**src/rtl/iq_comp_pkg.sv**
```systemverilog
// Shared definitions for the IQ compensation loop: compensator modes,
// settle-detector state encoding and lane indexing for the Wr/Wj pair.
package iq_comp_pkg;

  localparam logic [1:0] BYPASS = 2'b00;
  localparam logic [1:0] INT_W  = 2'b01;
  localparam logic [1:0] EXT_W  = 2'b10;

  typedef enum logic [1:0] {
    IDLE    = 2'b00,
    TRACK   = 2'b01,
    SETTLED = 2'b10,
    TIMEOUT = 2'b11
  } state_t;

  // lane 0 carries Wr, lane 1 carries Wj
  localparam int NUM_LANES = 2;
  localparam int LANE_R    = 0;
  localparam int LANE_J    = 1;

endpackage

```
**src/rtl/iq_settle_detect_if.sv**
```systemverilog
// Bundle between the compensator/MCU side and the settle detector.
interface iq_settle_detect_if #(
  parameter int W_WIDTH = 13
);
  logic                      enable;
  logic [1:0]                op_mode;
  logic signed [W_WIDTH-1:0] Wr;
  logic signed [W_WIDTH-1:0] Wj;
  logic [7:0]                thresh;
  logic                      freeze_iqcomp;
  logic                      settled;
  logic                      timeout;
  logic [1:0]                state;
  logic signed [W_WIDTH-1:0] Wr_hold;
  logic signed [W_WIDTH-1:0] Wj_hold;

  modport master (
    output enable, op_mode, Wr, Wj, thresh,
    input  freeze_iqcomp, settled, timeout, state, Wr_hold, Wj_hold
  );

  modport slave (
    input  enable, op_mode, Wr, Wj, thresh,
    output freeze_iqcomp, settled, timeout, state, Wr_hold, Wj_hold
  );
endinterface

```
**src/rtl/iq_span_tracker.sv**
```systemverilog
// Running signed min/max of one weight over a window. span is combinational
// and already folds in the current sample, so at the last window sample it
// is the full window's peak-to-peak value.
module iq_span_tracker #(
  parameter int W_WIDTH = 13
) (
  input  logic                      clk,
  input  logic                      RESETn,
  input  logic                      clr,
  input  logic                      load,
  input  logic                      upd,
  input  logic signed [W_WIDTH-1:0] sample,
  output logic signed [W_WIDTH-1:0] min,
  output logic signed [W_WIDTH-1:0] max,
  output logic [W_WIDTH:0]          span
);
  logic signed [W_WIDTH-1:0] lo, hi;

  // next extremes including the present sample; span is one bit wider so
  // full-scale swings do not wrap
  always_comb begin
    lo = min;
    hi = max;
    if (load) begin
      lo = sample;
      hi = sample;
    end else begin
      if (sample < min) lo = sample;
      if (sample > max) hi = sample;
    end
    span = {hi[W_WIDTH-1], hi} - {lo[W_WIDTH-1], lo};
  end

  // extremes register; cleared whenever monitoring is not requested
  always_ff @(posedge clk) begin
    if (!RESETn || clr) begin
      min <= '0;
      max <= '0;
    end else if (load || upd) begin
      min <= lo;
      max <= hi;
    end
  end
endmodule

```
**src/rtl/iq_settle_detect.sv**
```systemverilog
// Convergence monitor for the IQ compensator. Measures the Wr/Wj span per
// window, counts consecutive stable windows, freezes the compensator once
// settled (or on timeout) and latches the final weights for readback.
module iq_settle_detect
  import iq_comp_pkg::*;
#(
  parameter int W_WIDTH         = 13,
  parameter int WIN_LOG2        = 4,
  parameter int HOLD_WINDOWS    = 4,
  parameter int TIMEOUT_WINDOWS = 64
) (
  input  logic clk,
  input  logic RESETn,
  iq_settle_detect_if.slave bus
);
  localparam int SC_W = $clog2(HOLD_WINDOWS + 1);
  localparam int WC_W = $clog2(TIMEOUT_WINDOWS + 1);
  localparam logic [WIN_LOG2-1:0] K_LAST  = '1;
  localparam logic [SC_W-1:0]     HOLD_N  = SC_W'(HOLD_WINDOWS);
  localparam logic [WC_W-1:0]     TO_N    = WC_W'(TIMEOUT_WINDOWS);

  state_t                                st;
  logic [WIN_LOG2-1:0]                   k;
  logic [SC_W-1:0]                       stable_cnt, stable_nx;
  logic [WC_W-1:0]                       win_cnt, win_nx;
  logic                                  freeze_r, settled_r, timeout_r;
  logic [NUM_LANES-1:0][W_WIDTH-1:0]     w_in, w_min, w_max, hold;
  logic [NUM_LANES-1:0][W_WIDTH:0]       span;
  logic [NUM_LANES-1:0]                  lane_ok;
  logic                                  go, in_track, load, win_stable;

  assign go       = bus.enable && (bus.op_mode == INT_W);
  assign in_track = (st == TRACK);
  assign load     = in_track && (k == '0);
  assign w_in[LANE_R] = bus.Wr;
  assign w_in[LANE_J] = bus.Wj;

  iq_span_tracker #(.W_WIDTH(W_WIDTH)) u_trk [NUM_LANES-1:0] (
    .clk    (clk),
    .RESETn (RESETn),
    .clr    (!go),
    .load   (load),
    .upd    (in_track),
    .sample (w_in),
    .min    (w_min),
    .max    (w_max),
    .span   (span)
  );

  for (genvar i = 0; i < NUM_LANES; i++) begin : g_lane
    assign lane_ok[i] = (span[i] <= (W_WIDTH+1)'(bus.thresh));

    // once a window has started its extremes must stay ordered
    always_comb begin
      if (RESETn && in_track && (k != '0))
        assert ($signed(w_max[i]) >= $signed(w_min[i]));
    end
  end

  assign win_stable = &lane_ok;

  // window-end counter updates
  always_comb begin
    stable_nx = win_stable ? stable_cnt + SC_W'(1) : '0;
    win_nx    = win_cnt + WC_W'(1);
  end

  // control FSM with registered outputs; settle takes priority over timeout
  always_ff @(posedge clk) begin
    if (!RESETn) begin
      st         <= IDLE;
      k          <= '0;
      stable_cnt <= '0;
      win_cnt    <= '0;
      freeze_r   <= 1'b0;
      settled_r  <= 1'b0;
      timeout_r  <= 1'b0;
      hold       <= '0;
    end else if (!go) begin
      st         <= IDLE;
      k          <= '0;
      stable_cnt <= '0;
      win_cnt    <= '0;
      freeze_r   <= 1'b0;
      settled_r  <= 1'b0;
      timeout_r  <= 1'b0;
    end else begin
      case (st)
        IDLE: begin
          st         <= TRACK;
          k          <= '0;
          stable_cnt <= '0;
          win_cnt    <= '0;
        end
        TRACK: begin
          k <= k + WIN_LOG2'(1);
          if (k == K_LAST) begin
            stable_cnt <= stable_nx;
            win_cnt    <= win_nx;
            if (stable_nx == HOLD_N) begin
              st        <= SETTLED;
              freeze_r  <= 1'b1;
              settled_r <= 1'b1;
              hold      <= w_in;
            end else if (win_nx == TO_N) begin
              st        <= TIMEOUT;
              freeze_r  <= 1'b1;
              timeout_r <= 1'b1;
              hold      <= w_in;
            end
          end
        end
        default: ;
      endcase
    end
  end

  assign bus.freeze_iqcomp = freeze_r;
  assign bus.settled       = settled_r;
  assign bus.timeout       = timeout_r;
  assign bus.state         = st;
  assign bus.Wr_hold       = hold[LANE_R];
  assign bus.Wj_hold       = hold[LANE_J];
endmodule

```
**src/flat_wrapper.sv**
```systemverilog
// flat-port wrapper written by rule: the top's interface ports become plain ports
module iq_settle_detect_flat import iq_comp_pkg::*;
#(
  parameter int W_WIDTH         = 13,
  parameter int WIN_LOG2        = 4,
  parameter int HOLD_WINDOWS    = 4,
  parameter int TIMEOUT_WINDOWS = 64
)
  (clk, RESETn, bus_enable, bus_op_mode, bus_Wr, bus_Wj, bus_thresh, bus_freeze_iqcomp, bus_settled, bus_timeout, bus_state, bus_Wr_hold, bus_Wj_hold);
  iq_settle_detect_if #(.W_WIDTH(W_WIDTH)) bus_i ();
  input  logic clk;
  input  logic RESETn;
  input wire logic [$bits(bus_i.enable)-1:0] bus_enable;
  input wire logic [$bits(bus_i.op_mode)-1:0] bus_op_mode;
  input wire logic [$bits(bus_i.Wr)-1:0] bus_Wr;
  input wire logic [$bits(bus_i.Wj)-1:0] bus_Wj;
  input wire logic [$bits(bus_i.thresh)-1:0] bus_thresh;
  output wire logic [$bits(bus_i.freeze_iqcomp)-1:0] bus_freeze_iqcomp;
  output wire logic [$bits(bus_i.settled)-1:0] bus_settled;
  output wire logic [$bits(bus_i.timeout)-1:0] bus_timeout;
  output wire logic [$bits(bus_i.state)-1:0] bus_state;
  output wire logic [$bits(bus_i.Wr_hold)-1:0] bus_Wr_hold;
  output wire logic [$bits(bus_i.Wj_hold)-1:0] bus_Wj_hold;
  assign bus_i.enable = bus_enable;
  assign bus_i.op_mode = bus_op_mode;
  assign bus_i.Wr = bus_Wr;
  assign bus_i.Wj = bus_Wj;
  assign bus_i.thresh = bus_thresh;
  assign bus_freeze_iqcomp = bus_i.freeze_iqcomp;
  assign bus_settled = bus_i.settled;
  assign bus_timeout = bus_i.timeout;
  assign bus_state = bus_i.state;
  assign bus_Wr_hold = bus_i.Wr_hold;
  assign bus_Wj_hold = bus_i.Wj_hold;
  iq_settle_detect #(.W_WIDTH(W_WIDTH), .WIN_LOG2(WIN_LOG2), .HOLD_WINDOWS(HOLD_WINDOWS), .TIMEOUT_WINDOWS(TIMEOUT_WINDOWS)) u_core (.clk(clk), .RESETn(RESETn), .bus(bus_i));
endmodule
```
**config.mk**
```make
export PLATFORM = sky130hd
export DESIGN_NAME = iq_settle_detect_flat
export DESIGN_NICKNAME = d
export VERILOG_FILES = /design/src/rtl/iq_comp_pkg.sv /design/src/rtl/iq_settle_detect_if.sv /design/src/rtl/iq_span_tracker.sv /design/src/rtl/iq_settle_detect.sv /design/src/flat_wrapper.sv
export SDC_FILE = /design/constraint.sdc
export NUM_CORES = 1
export LEC_CHECK = 0
export BUFFER_PORTS_ARGS = -buffer_cell sky130_fd_sc_hd__buf_2
export CAP_MARGIN = 5
export CELL_PAD_IN_SITES_DETAIL_PLACEMENT = 1
export CELL_PAD_IN_SITES_GLOBAL_PLACEMENT = 1
export CORE_ASPECT_RATIO = 0.5
export CORE_UTILIZATION = 49
export CTS_CLUSTER_SIZE = 25
export DETAILED_ROUTE_END_ITERATION = 10
export MAX_ROUTING_LAYER = met4
export PLACE_DENSITY_LB_ADDON = 0.1
export SLEW_MARGIN = 20
export SYNTH_ARGS = -nofsm -noshare
export SYNTH_HDL_FRONTEND = slang
export SYNTH_HIERARCHICAL = 1
export SYNTH_SLANG_ARGS = --single-unit
```
**constraint.sdc**
```tcl
create_clock -name clk -period 15.8 [get_ports clk]
set_input_delay 2.37 -clock clk [delete_from_list [all_inputs] [get_ports clk]]
set_output_delay 2.37 -clock clk [all_outputs]
set_load 0.005 [all_outputs]
```
* Word level (Yosys, flattened, before mapping)
Index checks and enable logic that the tools add are counted.
** Word-level totals
- Bits in registers :: 97
- Output and inout port bits :: 31
- Word-level logic and storage cells :: 72
** Cells by class
- $add $sub $neg :: 5
- Magnitude comparators :: 6
- Equal/unequal tests :: 7
- Multiplexer cells :: 22
- Bitwise logic cells :: 1
- Reductions and logical operators :: 18
** Operators by type and width (number)
- $mux W13 :: 8
- $mux W26 :: 2
- $le A14 B8 Y1 :: 2
- $sub A13 B13 Y14 :: 2
- $gt A13 B13 Y1 :: 2
- $lt A13 B13 Y1 :: 2
- $pmux W7 S2 :: 1
- $reduce_and A3 Y1 :: 3
- $pmux W4 S2 :: 1
- $reduce_and A4 Y1 :: 2
- $add A7 B1 Y7 const B :: 1
- $eq A7 B7 Y1 const B :: 1
- $mux W7 :: 1
- $mux W2 :: 3
- $mux W3 :: 2
- $pmux W3 S2 :: 1
- $reduce_and A2 Y1 :: 3
- $add A4 B1 Y4 const B :: 1
- $eq A2 B1 Y1 const B :: 2
- $eq A4 B4 Y1 const B :: 1
- $logic_not A4 Y1 :: 1
- $pmux W2 S2 :: 1
- $reduce_bool A2 Y1 :: 2
- $add A3 B1 Y3 const B :: 1
- other kinds (9) :: 13

* Depth between registers and ports, before layout
Gate-level depths: netlist of run 1.
- Word-level depth :: 11
- Mapped depth :: 28

* Modules after synthesis
The synthesis of run 1 kept the hierarchy.
** By module, submodules not included
- iq_settle_detect :: times used 1, cells an instance 288, area each 2728.9 um2
- iq_span_tracker at u_core.u_trk[1] :: times used 1, cells an instance 372, area each 2650.0 um2
- iq_span_tracker at u_core.u_trk[0] :: times used 1, cells an instance 294, area each 2366.0 um2

* Worst setup path after synthesis of run 1
OpenSTA, ideal clock, no wires.
- Path kind :: input to register
- Start :: in bus_Wr[3]
- End :: reg u_core.hold (netlist bit u_core/bus.Wj_hold[0])
- Library setup time :: 0.118 ns
- Arrival time :: 7.801 ns
- Path slack :: 7.880 ns
- Stages on the path :: 26
- Cell sequence :: ha_1 > a21oi_1 > nand2_1 > o2111a_1 > or2_1 > a221oi_4 > clkbuf_1 > nand2_1 > o21ai_0 > ha_1 > nor2b_1 > o21a_1 > o21a_1 > o31a_1 > o211ai_1 > nand2_1 > maj3_2 > a221o_1 > xor2_1 > nor4_1 > o211ai_1 > o22a_1 > a2111oi_4 > buf_2 > nand3b_1 > a21boi_2
** RTL lines
- from (decl) :: line flat_wrapper.sv:15 : input wire logic [$bits(bus_i.Wr)-1:0] bus_Wr;
- to (signal assigned) :: line iq_settle_detect.sv:104 : hold <= w_in;
- to (signal assigned) :: line iq_settle_detect.sv:109 : hold <= w_in;
- to (decl) :: line iq_settle_detect.sv:27 : logic [NUM_LANES-1:0][W_WIDTH-1:0] w_in, w_min, w_max, hold;

==> results.py, run 1 <==
metrics = {
    "outcome": {
        "status": "complete, but fails checks",
        "violations": "design-rule violations",
    },
    "setup_path": {
        "worst_setup_path_end_kind": "register",
        "reg2reg_depth": 25,
        "cp_data_arrival_time_ps": 9010,
        "critPathKind": "input port to register",
        "critPathMaxFanout": 33,
        "required_ps": 16110,
        "start_kind": "input port",
    },
    "synthesis": {
        "ys_seq_area_share_pct": 25.1,
        "synth-seq-cells": 97,
        "ys_dominant_reg_cell": "dfxtp_1",
        "yosys.area.top_type_share_pct": 25.1,
        "ys_top_cells_by_count": "dfxtp_1 (97), ha_1 (93), nor2_1 (91), inv_1 (87), nand2_1 (77)",
        "netlist_area_sq_um": 7740,
        "postSynth.asyncResetShare_pct": 0,
        "syn_avg_cell_area_sq_um": 8.12,
        "synth-edff-count": 0,
        "synth_nets": 1088,
        "ys_top_cells_by_area": "dfxtp_1 (25%), ha_1 (15%), a21oi_1 (4.7%)",
        "yosysMostFrequentCell": "dfxtp_1",
        "synthDistinctLibCells": 81,
        "yosys_warnings": 6,
        "syn_inst": 954,
        "yosysTopAreaCell": "dfxtp_1",
    },
    "clocking": {
        "cts_hold_buf": 0,
        "clock_path_buffers": 2,
        "numClockSinks": 97,
        "cts.repair.resized": 0,
        "clkLatencyLatePin_ps": 370,
        "clkSlewWorstSetupHoldPaths_ps": 80,
        "numCtsBuffers": 9,
        "clock-root-buffer": "clkbuf_16",
        "htree_levels": 3,
        "cts_tree": "built",
        "post-cts-setup-buffer-count": 0,
    },
    "placed_design": {
        "place_congestion": 0.871,
        "dpl.hpwl_mm": 17.5,
        "io_buffer_count": 69,
        "place_inst": 1188,
        "place_area_sq_um": 8170,
        "place_ws_ps": 6860,
    },
    "floorplan": {
        "die_x_um": 180,
        "dieArea_sq_um": 16300,
        "die_y_um": 90.9,
        "initial_core_util_pct": 50.2,
        "io_pins": 70,
        "rows": 32,
        "core_region_area_sq_um": 15400,
    },
    "layout": {
        "final_cells": 1204,
        "fin_nets": 1129,
        "regArea_sq_um": 1940,
        "fin_area_sq_um": 8470,
        "drive_gt1_share_pct": 15.6,
        "fin_util_pct": 55.0,
        "area_growth_pct": 9.39,
        "n_fill_cell": 1941,
        "n_antenna_cell": 0,
        "multi_input_area_sq_um": 5260,
    },
    "sta": {
        "fmax_mhz": 115,
        "slew_viol_final": 0,
        "worst_slew_pin_slew_ps": 1040,
        "period_share_pct": 55.1,
        "rsz0062_at_grt": "no",
        "slew-limit-headroom_pct": 30.8,
        "setup_violations": 0,
        "finClkSkew_ps": 9.20,
        "holdWs_ps": 458,
        "layout_setup_ws_ps": 7090,
        "period_needed_ps": 8710,
        "report.final.hold_viol_count": 0,
        "final.setup.tns_ps": 0,
    },
    "power": {
        "p_total_mw": 0.667,
        "vdd_drop_max_mv": 0.0536,
        "p_leak_nw": 3.31,
        "powerDensity_nw_per_um2": 78.7,
    },
    "global_routing": {
        "grt_max_degree": 41,
        "grt_pass1_vias": 7228,
        "grt_use_total_pct": 29.4,
        "antenna_found_initial": 0,
        "grt_pass1_wl_mm": 37.4,
        "grt_overflow": 0,
    },
    "min_path": {
        "hold_class": "register to register",
        "hold-path-cell-count": 2,
    },
    "route": {
        "ant_nets": 0,
        "via_per_inst": 5.89,
        "drtIter0Drc": 362,
        "num_vias": 7097,
        "wl_per_cell_um": 19.0,
        "wl_mm": 22.9,
        "dr.pass1.iters": 8,
        "drcViolationCount": 1,
    },
    "run": {
        "max-cap-violations": 0,
    },
}
## worst paths after layout
path,slack (ps),startpoint,endpoint
max,7090,bus_Wr[3],u_core/bus.Wr_hold[5]$_SDFFE_PN0P_
min,460,u_core/u_trk[0]/max[2]$_SDFFE_PP0P_,u_core/u_trk[0]/max[2]$_SDFFE_PP0P_
max reg2reg,8850,u_core/u_trk[0]/min[3]$_SDFFE_PP0P_,u_core/bus.Wr_hold[5]$_SDFFE_PN0P_
min reg2reg,460,u_core/u_trk[0]/max[2]$_SDFFE_PP0P_,u_core/u_trk[0]/max[2]$_SDFFE_PP0P_
## worst max-delay path, stage by stage
cell and delay [ps]:
buf_2 150, ha_1 330, a21oi_1 150, nand2_1 90, o2111a_1 270, or2_1 270, a221oi_4 860, mux2i_1 390
ha_1 280, nor2b_1 130, o21a_1 180, o21a_1 190, o31a_1 270, o211ai_1 170, nand2_1 80, maj3_2 320
a221o_1 340, xor2_1 150, nor4_1 370, nand4_1 190, o22a_1 270, a2111oi_4 370, buf_4 390, o21ai_0 240
a21boi_1 180
## cell families after synthesis
kind of cell    share of synthesized area (%)
simple gates                             18.9
mux                                      4.04
buf+inv                                  7.14
fa+ha+maj                                15.9
compound gates                           26.8
flops                                    25.1
xor+xnor                                 2.15
## power breakdown
| part | internal [mW] | switching [mW] | total, mW |
|---|---|---|---|
| Clock | 0.113 | 0.117 | 0.231 |
| Sequential | 0.245 | 0.000611 | 0.245 |
| Combinational | 0.0758 | 0.115 | 0.191 |
| Total | 0.434 | 0.233 | 0.667 |
## registers in the layout (all words and copies together), names as in the netlist, named ones only
register / count
u_core/bus.Wj_hold: 13
u_core/bus.Wr_hold: 13
u_core/bus.freeze_iqcomp: 1
u_core/bus.settled: 1
u_core/bus.state: 2
u_core/bus.timeout: 1
u_core/k: 4
u_core/stable_cnt: 3
u_core/u_trk/max: 24
u_core/u_trk/min: 26
u_core/win_cnt: 7
## layout make-up
type | count | area share (%)
timing repair buffer | 74 | 4.52
multi-input combinational | 726 | 62.1
sequential | 97 | 22.9
inverter | 87 | 3.85
tap | 204 | 3.01
clock inverter | 7 | 0.930
clock buffer | 9 | 2.66
## layout by cell type (no fill, tap or decap), types with 7 or more instances in the layout
cell / n
a211oi_1: 30
a21boi_1: 8
a21boi_2: 20
a21o_1: 12
a21oi_1: 73
and2_1: 7
buf_2: 69
clkbuf_16: 9
dfxtp_1: 97
ha_1: 93
inv_1: 87
mux2i_1: 29
nand2_1: 77
nand3_1: 17
nand3b_1: 31
nand4_1: 11
nor2_1: 91
nor2b_1: 8
nor3_1: 14
o21a_1: 11
o21ai_0: 48
o21ai_2: 20
xnor2_1: 11
xor2_1: 8
## per-layer routing
metal	part of all wire [%]	track usage, %	vias to the layer above	wire (um)
met3	3.2	4.84	18	741
met4	1.1	7.11	0	245
met1	50	39.4	3490	11400
met5	0	-	-	0
met2	46	46.2	106	10500
li1	-	-	3483	-
(Power assumes the default switching activity.)
==> run 2, diff against run 1 <==
CORE_UTILIZATION = 46   (was 49)
clock period = 9.1 ns   (was 15.8 ns; I/O delays follow)
==> results.py, run 2 (synthesis results as in run 1) <==
metrics = {
    "outcome": {
        "status": "finished, final reports clean",
    },
    "clocking": {
        "cts_hold_buf": 0,
        "clkSlewWorstSetupHoldPaths_ps": 80,
        "numCtsBuffers": 9,
        "cts_tree": "built",
        "clock-root-buffer": "clkbuf_16",
        "post-cts-setup-buffer-count": 0,
        "clock_path_buffers": 2,
        "cts.repair.resized": 0,
        "htree_levels": 3,
        "numClockSinks": 97,
        "clkLatencyLatePin_ps": 360,
    },
    "layout": {
        "fin_area_sq_um": 8550,
        "fin_util_pct": 52.0,
        "regMostFlops": "u_core/u_trk/min",
        "area_growth_pct": 10.4,
        "n_antenna_cell": 0,
        "final_common_cell": "dfxtp_1",
        "fin_nets": 1134,
        "largest_register_ffs": 26,
        "drive_gt1_share_pct": 15.8,
        "largestRegisters": "u_core/u_trk/min (26), u_core/u_trk/max (24)",
        "final_cell_mix": "dfxtp_1 (97), ha_1 (93), nor2_1 (91)",
    },
    "floorplan": {
        "die_x_um": 186,
        "dieArea_sq_um": 17400,
        "die_y_um": 93.8,
        "initial_core_util_pct": 47.1,
        "io_pins": 70,
        "core_region_area_sq_um": 16400,
        "rows": 33,
    },
    "placed_design": {
        "dpl.hpwl_mm": 17.7,
        "place_congestion": 0.880,
        "io_buffer_count": 69,
        "place_area_sq_um": 8230,
    },
    "setup_path": {
        "critPathMaxFanout": 32,
        "max_stage_delay_ps": 570,
        "required_ps": 9400,
        "r2r_start": "u_core/k[0]$_SDFFE_PN0P_",
        "reg2reg_depth": 27,
        "reg2reg_slack_ps": 2260,
        "start_kind": "input port",
        "slowest_stage": "a221oi_4",
        "r2r_end": "u_core/bus.Wr_hold[3]$_SDFFE_PN0P_",
        "cp_data_arrival_time_ps": 7840,
        "worst_setup_path_end_kind": "register",
        "critPathKind": "input port to register",
    },
    "global_routing": {
        "grt_max_degree": 41,
        "grt_overflow": 0,
        "grt_pass1_wl_mm": 37.2,
        "grt_pass1_vias": 7154,
        "antenna_found_initial": 0,
        "grt_use_total_pct": 28.3,
    },
    "route": {
        "wl_mm": 23.1,
        "dr.pass1.iters": 5,
        "wl_per_cell_um": 18.8,
        "num_vias": 7120,
        "drcViolationCount": 0,
        "ant_nets": 0,
        "via_per_inst": 5.78,
        "drtIter0Drc": 283,
    },
    "run": {
        "max-cap-violations": 0,
    },
    "power": {
        "p_comb_share_pct": 28.2,
        "switching_share_pct": 34.0,
        "seq_power_share_pct": 36.0,
        "intPower_mw": 0.781,
        "powerDensity_nw_per_um2": 138,
        "p_leak_nw": 3.34,
        "p_switching_mw": 0.403,
        "vdd_drop_max_mv": 0.0971,
        "pwr-share-clk_pct": 35.8,
    },
    "sta": {
        "finClkSkew_ps": 6.48,
        "final.setup.tns_ps": 0,
        "worst_slew_pin_slew_ps": 938,
        "slew_viol_final": 0,
        "period_share_pct": 82.9,
        "holdWs_ps": 461,
        "fmax_mhz": 133,
        "report.final.hold_viol_count": 0,
        "rsz0062_at_grt": "no",
        "setup_violations": 0,
        "slew-limit-headroom_pct": 37.3,
        "period_needed_ps": 7540,
    },
    "min_path": {
        "hold-path-cell-count": 2,
        "hold_class": "register to register",
        "holdCritStartpoint": "u_core/u_trk[1]/max[9]$_SDFFE_PP0P_",
        "whs_endpoint": "u_core/u_trk[1]/max[9]$_SDFFE_PP0P_",
    },
}
## run 2: cell count changes in the layout (fill, tap and decap cells not counted)
cell and delta:
buf_4 +5, clkinv_4 -1, nand2b_2 -2, inv_8 -2, bufinv_16 +1, nand2b_1 +2
inv_6 +2
## run 2: through the flow
step	cells	total power, mW	setup slack, ps
global placement	1216	0.751	1440
detailed placement	1216	0.765	1280
global route	1232	1.24	1200
finish	1232	1.18	1560
CTS	1232	1.19	1660
floorplan	954	0.672	2190
## run 2: layer usage
layer  share of wire, %  routed length [um]  up-vias  track usage [%]
met5                  0                   0        -                -
met4               0.83                 193        0             5.85
met3                2.0                 452       14             4.19
met2                 47               10900       73             46.8
met1                 50               11600     3537             36.8
li1                   -                   -     3496                -
## run 2: final cells by class
class,count,area (sq um)
clock buffer,9,225
clock inverter,7,95.1
tap,227,284
timing repair buffer,79,420
multi-input combinational,726,5260
fill,2060,7880
sequential,97,1940
inverter,87,327
## run 2: critical path, delay by kind of cell
| family | cells | cell delay [ps] |
|---|---|---|
| xor+xnor | 1 | 150 |
| simple gates | 5 | 1030 |
| compound gates | 13 | 3380 |
| fa+ha+maj | 3 | 960 |
| mux | 1 | 400 |
| buf+inv | 2 | 530 |
## run 2: power groups by stage
stage | Sequential [mW] | Clock, mW | Combinational, mW
CTS | 0.426 | 0.435 | 0.332
detailed placement | 0.436 | 0 | 0.329
finish | 0.426 | 0.423 | 0.334
floorplan | 0.436 | 0 | 0.237
global placement | 0.436 | 0 | 0.315
global route | 0.426 | 0.449 | 0.369
## run 2: worst max-delay path by stage
stage | endpoint | cells after the start | from
CTS | u_core/bus.Wr_hold[3]$_SDFFE_PN0P_ | 25 | bus_Wr[3]
finish | u_core/bus.Wr_hold[3]$_SDFFE_PN0P_ | 25 | bus_Wr[3]
detailed placement | u_core/bus.Wr_hold[3]$_SDFFE_PN0P_ | 25 | bus_Wr[3]
floorplan | u_core/bus.Wj_hold[0]$_SDFFE_PN0P_ | 26 | bus_Wr[3]
global placement | u_core/bus.Wr_hold[3]$_SDFFE_PN0P_ | 24 | bus_Wr[7]
global route | u_core/bus.Wr_hold[2]$_SDFFE_PN0P_ | 25 | bus_Wr[3]
==> run 3, diff against run 2 <==
ABC_AREA = 1   (was default)
CORE_UTILIZATION = 43   (was 46)
clock period = 7.45 ns   (was 9.1 ns; I/O delays follow)
==> results.py, run 3 <==
metrics = {
    "outcome": {
        "status": "finished, final reports clean",
    },
    "sta": {
        "fmax_mhz": 160,
        "period_needed_ps": 6250,
        "report.final.hold_viol_count": 0,
        "finClkSkew_ps": 7.68,
        "holdWs_ps": 457,
        "worst_slew_pin_slew_ps": 1070,
        "slew-limit-headroom_pct": 28.7,
        "slew_viol_final": 0,
        "rsz0062_at_grt": "no",
        "final.setup.tns_ps": 0,
        "setup_violations": 0,
        "period_share_pct": 83.8,
    },
    "min_path": {
        "holdCritStartpoint": "u_core/k[3]$_SDFFE_PN0P_",
        "whs_endpoint": "u_core/k[3]$_SDFFE_PN0P_",
        "hold_class": "register to register",
        "hold-path-cell-count": 2,
    },
    "layout": {
        "drive_gt1_share_pct": 10.9,
        "area_growth_pct": 10.3,
        "final_cell_mix": "nand2_1 (292), inv_1 (234), nor2_1 (124)",
        "largestRegisters": "u_core/u_trk/min (26), u_core/u_trk/max (24)",
        "n_antenna_cell": 0,
        "final_common_cell": "nand2_1",
        "multi_input_area_sq_um": 4880,
        "regArea_sq_um": 1940,
        "regMostFlops": "u_core/u_trk/min",
        "fin_util_pct": 49.3,
        "fin_nets": 1421,
        "n_fill_cell": 2429,
        "largest_register_ffs": 26,
    },
    "synthesis": {
        "synthDistinctLibCells": 46,
        "netlist_area_sq_um": 7890,
        "syn_inst": 1237,
        "ys_top_cells_by_count": "nand2_1 (292), inv_1 (234), nor2_1 (125), a21oi_1 (97), dfxtp_1 (97)",
        "ys_seq_area_share_pct": 24.6,
        "ys_dominant_reg_cell": "dfxtp_1",
        "synth-seq-cells": 97,
        "yosysMostFrequentCell": "nand2_1",
        "synth_nets": 1371,
        "yosys_warnings": 6,
        "ys_top_cells_by_area": "dfxtp_1 (25%), ha_1 (15%), nand2_1 (14%)",
        "yosysTopAreaCell": "dfxtp_1",
        "syn_avg_cell_area_sq_um": 6.38,
        "synth-edff-count": 0,
        "postSynth.asyncResetShare_pct": 0,
        "yosys.area.top_type_share_pct": 24.6,
    },
    "route": {
        "wl_mm": 22.6,
        "wl_per_cell_um": 14.8,
        "via_per_inst": 5.12,
        "drcViolationCount": 0,
        "dr.pass1.iters": 5,
        "num_vias": 7815,
        "ant_nets": 0,
        "drtIter0Drc": 316,
    },
    "floorplan": {
        "rows": 34,
        "initial_core_util_pct": 44.7,
        "die_x_um": 194,
        "core_region_area_sq_um": 17700,
        "dieArea_sq_um": 18900,
        "die_y_um": 97.8,
        "io_pins": 70,
    },
    "setup_path": {
        "reg2reg_depth": 28,
        "max_stage_delay_ps": 450,
        "reg2reg_slack_ps": 1560,
        "cp_data_arrival_time_ps": 6530,
        "r2r_end": "u_core/bus.Wj_hold[4]$_SDFFE_PN0P_",
        "slowest_stage": "o21ai_0",
        "required_ps": 7730,
        "critPathKind": "input port to register",
        "crit_top_cell": "nand2_1",
        "r2r_start": "u_core/k[0]$_SDFFE_PN0P_",
        "start_kind": "input port",
        "worst_setup_path_end_kind": "register",
        "critPathMaxFanout": 52,
    },
    "global_routing": {
        "grt_max_degree": 53,
        "grt_overflow": 0,
        "grt_use_total_pct": 25.3,
        "grt_pass1_vias": 8134,
        "grt_pass1_wl_mm": 37.9,
        "antenna_found_initial": 0,
    },
    "clocking": {
        "post-cts-setup-buffer-count": 0,
        "cts_hold_buf": 0,
        "clock-root-buffer": "clkbuf_16",
        "clkLatencyLatePin_ps": 360,
        "clkSlewWorstSetupHoldPaths_ps": 70,
        "numClockSinks": 97,
        "htree_levels": 3,
        "cts_tree": "built",
        "numCtsBuffers": 9,
        "clock_path_buffers": 2,
        "cts.repair.resized": 0,
    },
    "power": {
        "vdd_drop_max_mv": 0.116,
        "powerDensity_nw_per_um2": 172,
        "p_total_mw": 1.50,
        "p_leak_nw": 4.64,
    },
    "placed_design": {
        "place_congestion": 0.847,
        "dpl.hpwl_mm": 17.6,
        "io_buffer_count": 69,
    },
    "run": {
        "max-cap-violations": 0,
    },
}
==> run 3: cell count changes in the layout (fill, tap and decap cells not counted), moves of 16 or more <==
| cell | delta |
|---|---|
| a21oi_1 | +24 |
| nor2_1 | +33 |
| inv_1 | +147 |
| nand2_1 | +215 |
| o21ai_0 | +36 |
| a211oi_1 | -16 |
| nand2_2 | +21 |
| nand3b_1 | -30 |
| o21ai_2 | -19 |
| nand3_1 | +25 |
| mux2i_1 | -29 |
| a21boi_2 | -20 |
==> run 3: power breakdown <==
| group | internal (mW) | switching [mW] |
|---|---|---|
| Clock | 0.288 | 0.207 |
| Combinational | 0.170 | 0.313 |
| Sequential | 0.520 | 0.000827 |
| Total | 0.978 | 0.521 |
==> run 3: kinds of logic (layout without fill, tap and decap cells) <==
family          count (synthesis)  count (layout)  synth area share [%]
flops                          97              97                  24.6
xor+xnor                       18              18                  2.09
fa+ha+maj                      95              95                  15.2
compound gates                219             219                  14.9
simple gates                  533             533                  29.4
buf+inv                       275             330                  13.8
==> run 3: stage by stage <==
stage,worst slack (ps),std cells,cell area (sq um)
4_1_cts,1240,1526,8700
2_1_floorplan,2390,1237,7890
3_5_place_dp,913,1510,8390
3_3_place_gp,1190,1510,8390
5_1_grt,506,1526,8710
6_report,1200,1526,8710
==> run 3: area by class of cell <==
| type | instances | share of cell area (%) |
|---|---|---|
| timing repair buffer | 72 | 4.23 |
| inverter | 242 | 10.5 |
| sequential | 97 | 22.3 |
| clock buffer | 14 | 3.15 |
| clock inverter | 2 | 0.402 |
| tap | 234 | 3.36 |
| multi-input combinational | 865 | 56.1 |
==> run 3: worst max path at each step <==
stage / slack, ps / startpoint / depth (start not counted) / endpoint
2_1_floorplan: 2390 / bus_Wr[8] / 33 / u_core/bus.Wr_hold[1]$_SDFFE_PN0P_
4_1_cts: 1240 / bus_Wr[12] / 32 / u_core/bus.Wj_hold[4]$_SDFFE_PN0P_
5_1_grt: 510 / bus_Wr[12] / 32 / u_core/bus.Wr_hold[10]$_SDFFE_PN0P_
3_5_place_dp: 910 / bus_Wr[12] / 32 / u_core/bus.Wj_hold[4]$_SDFFE_PN0P_
6_report: 1200 / bus_Wr[11] / 32 / u_core/bus.Wj_hold[4]$_SDFFE_PN0P_
3_3_place_gp: 1190 / bus_Wr[12] / 31 / u_core/bus.Wj_hold[11]$_SDFFE_PN0P_
==> run 3: worst max-delay path, delay by kind of cell <==
kind            cells  cell delay [ps]
simple gates       25             3340
fa+ha+maj           3              990
compound gates      3              890
buf+inv             1              150
==> run 3: layer usage <==
layer / routed length [um] / global-route usage [%] / vias to the layer above
li1: - / - / 4004
met1: 10700 / 29.3 / 3725
met2: 11000 / 45.3 / 62
met3: 511 / 3.94 / 24
met4: 357 / 7.14 / 0
met5: 0 / - / -
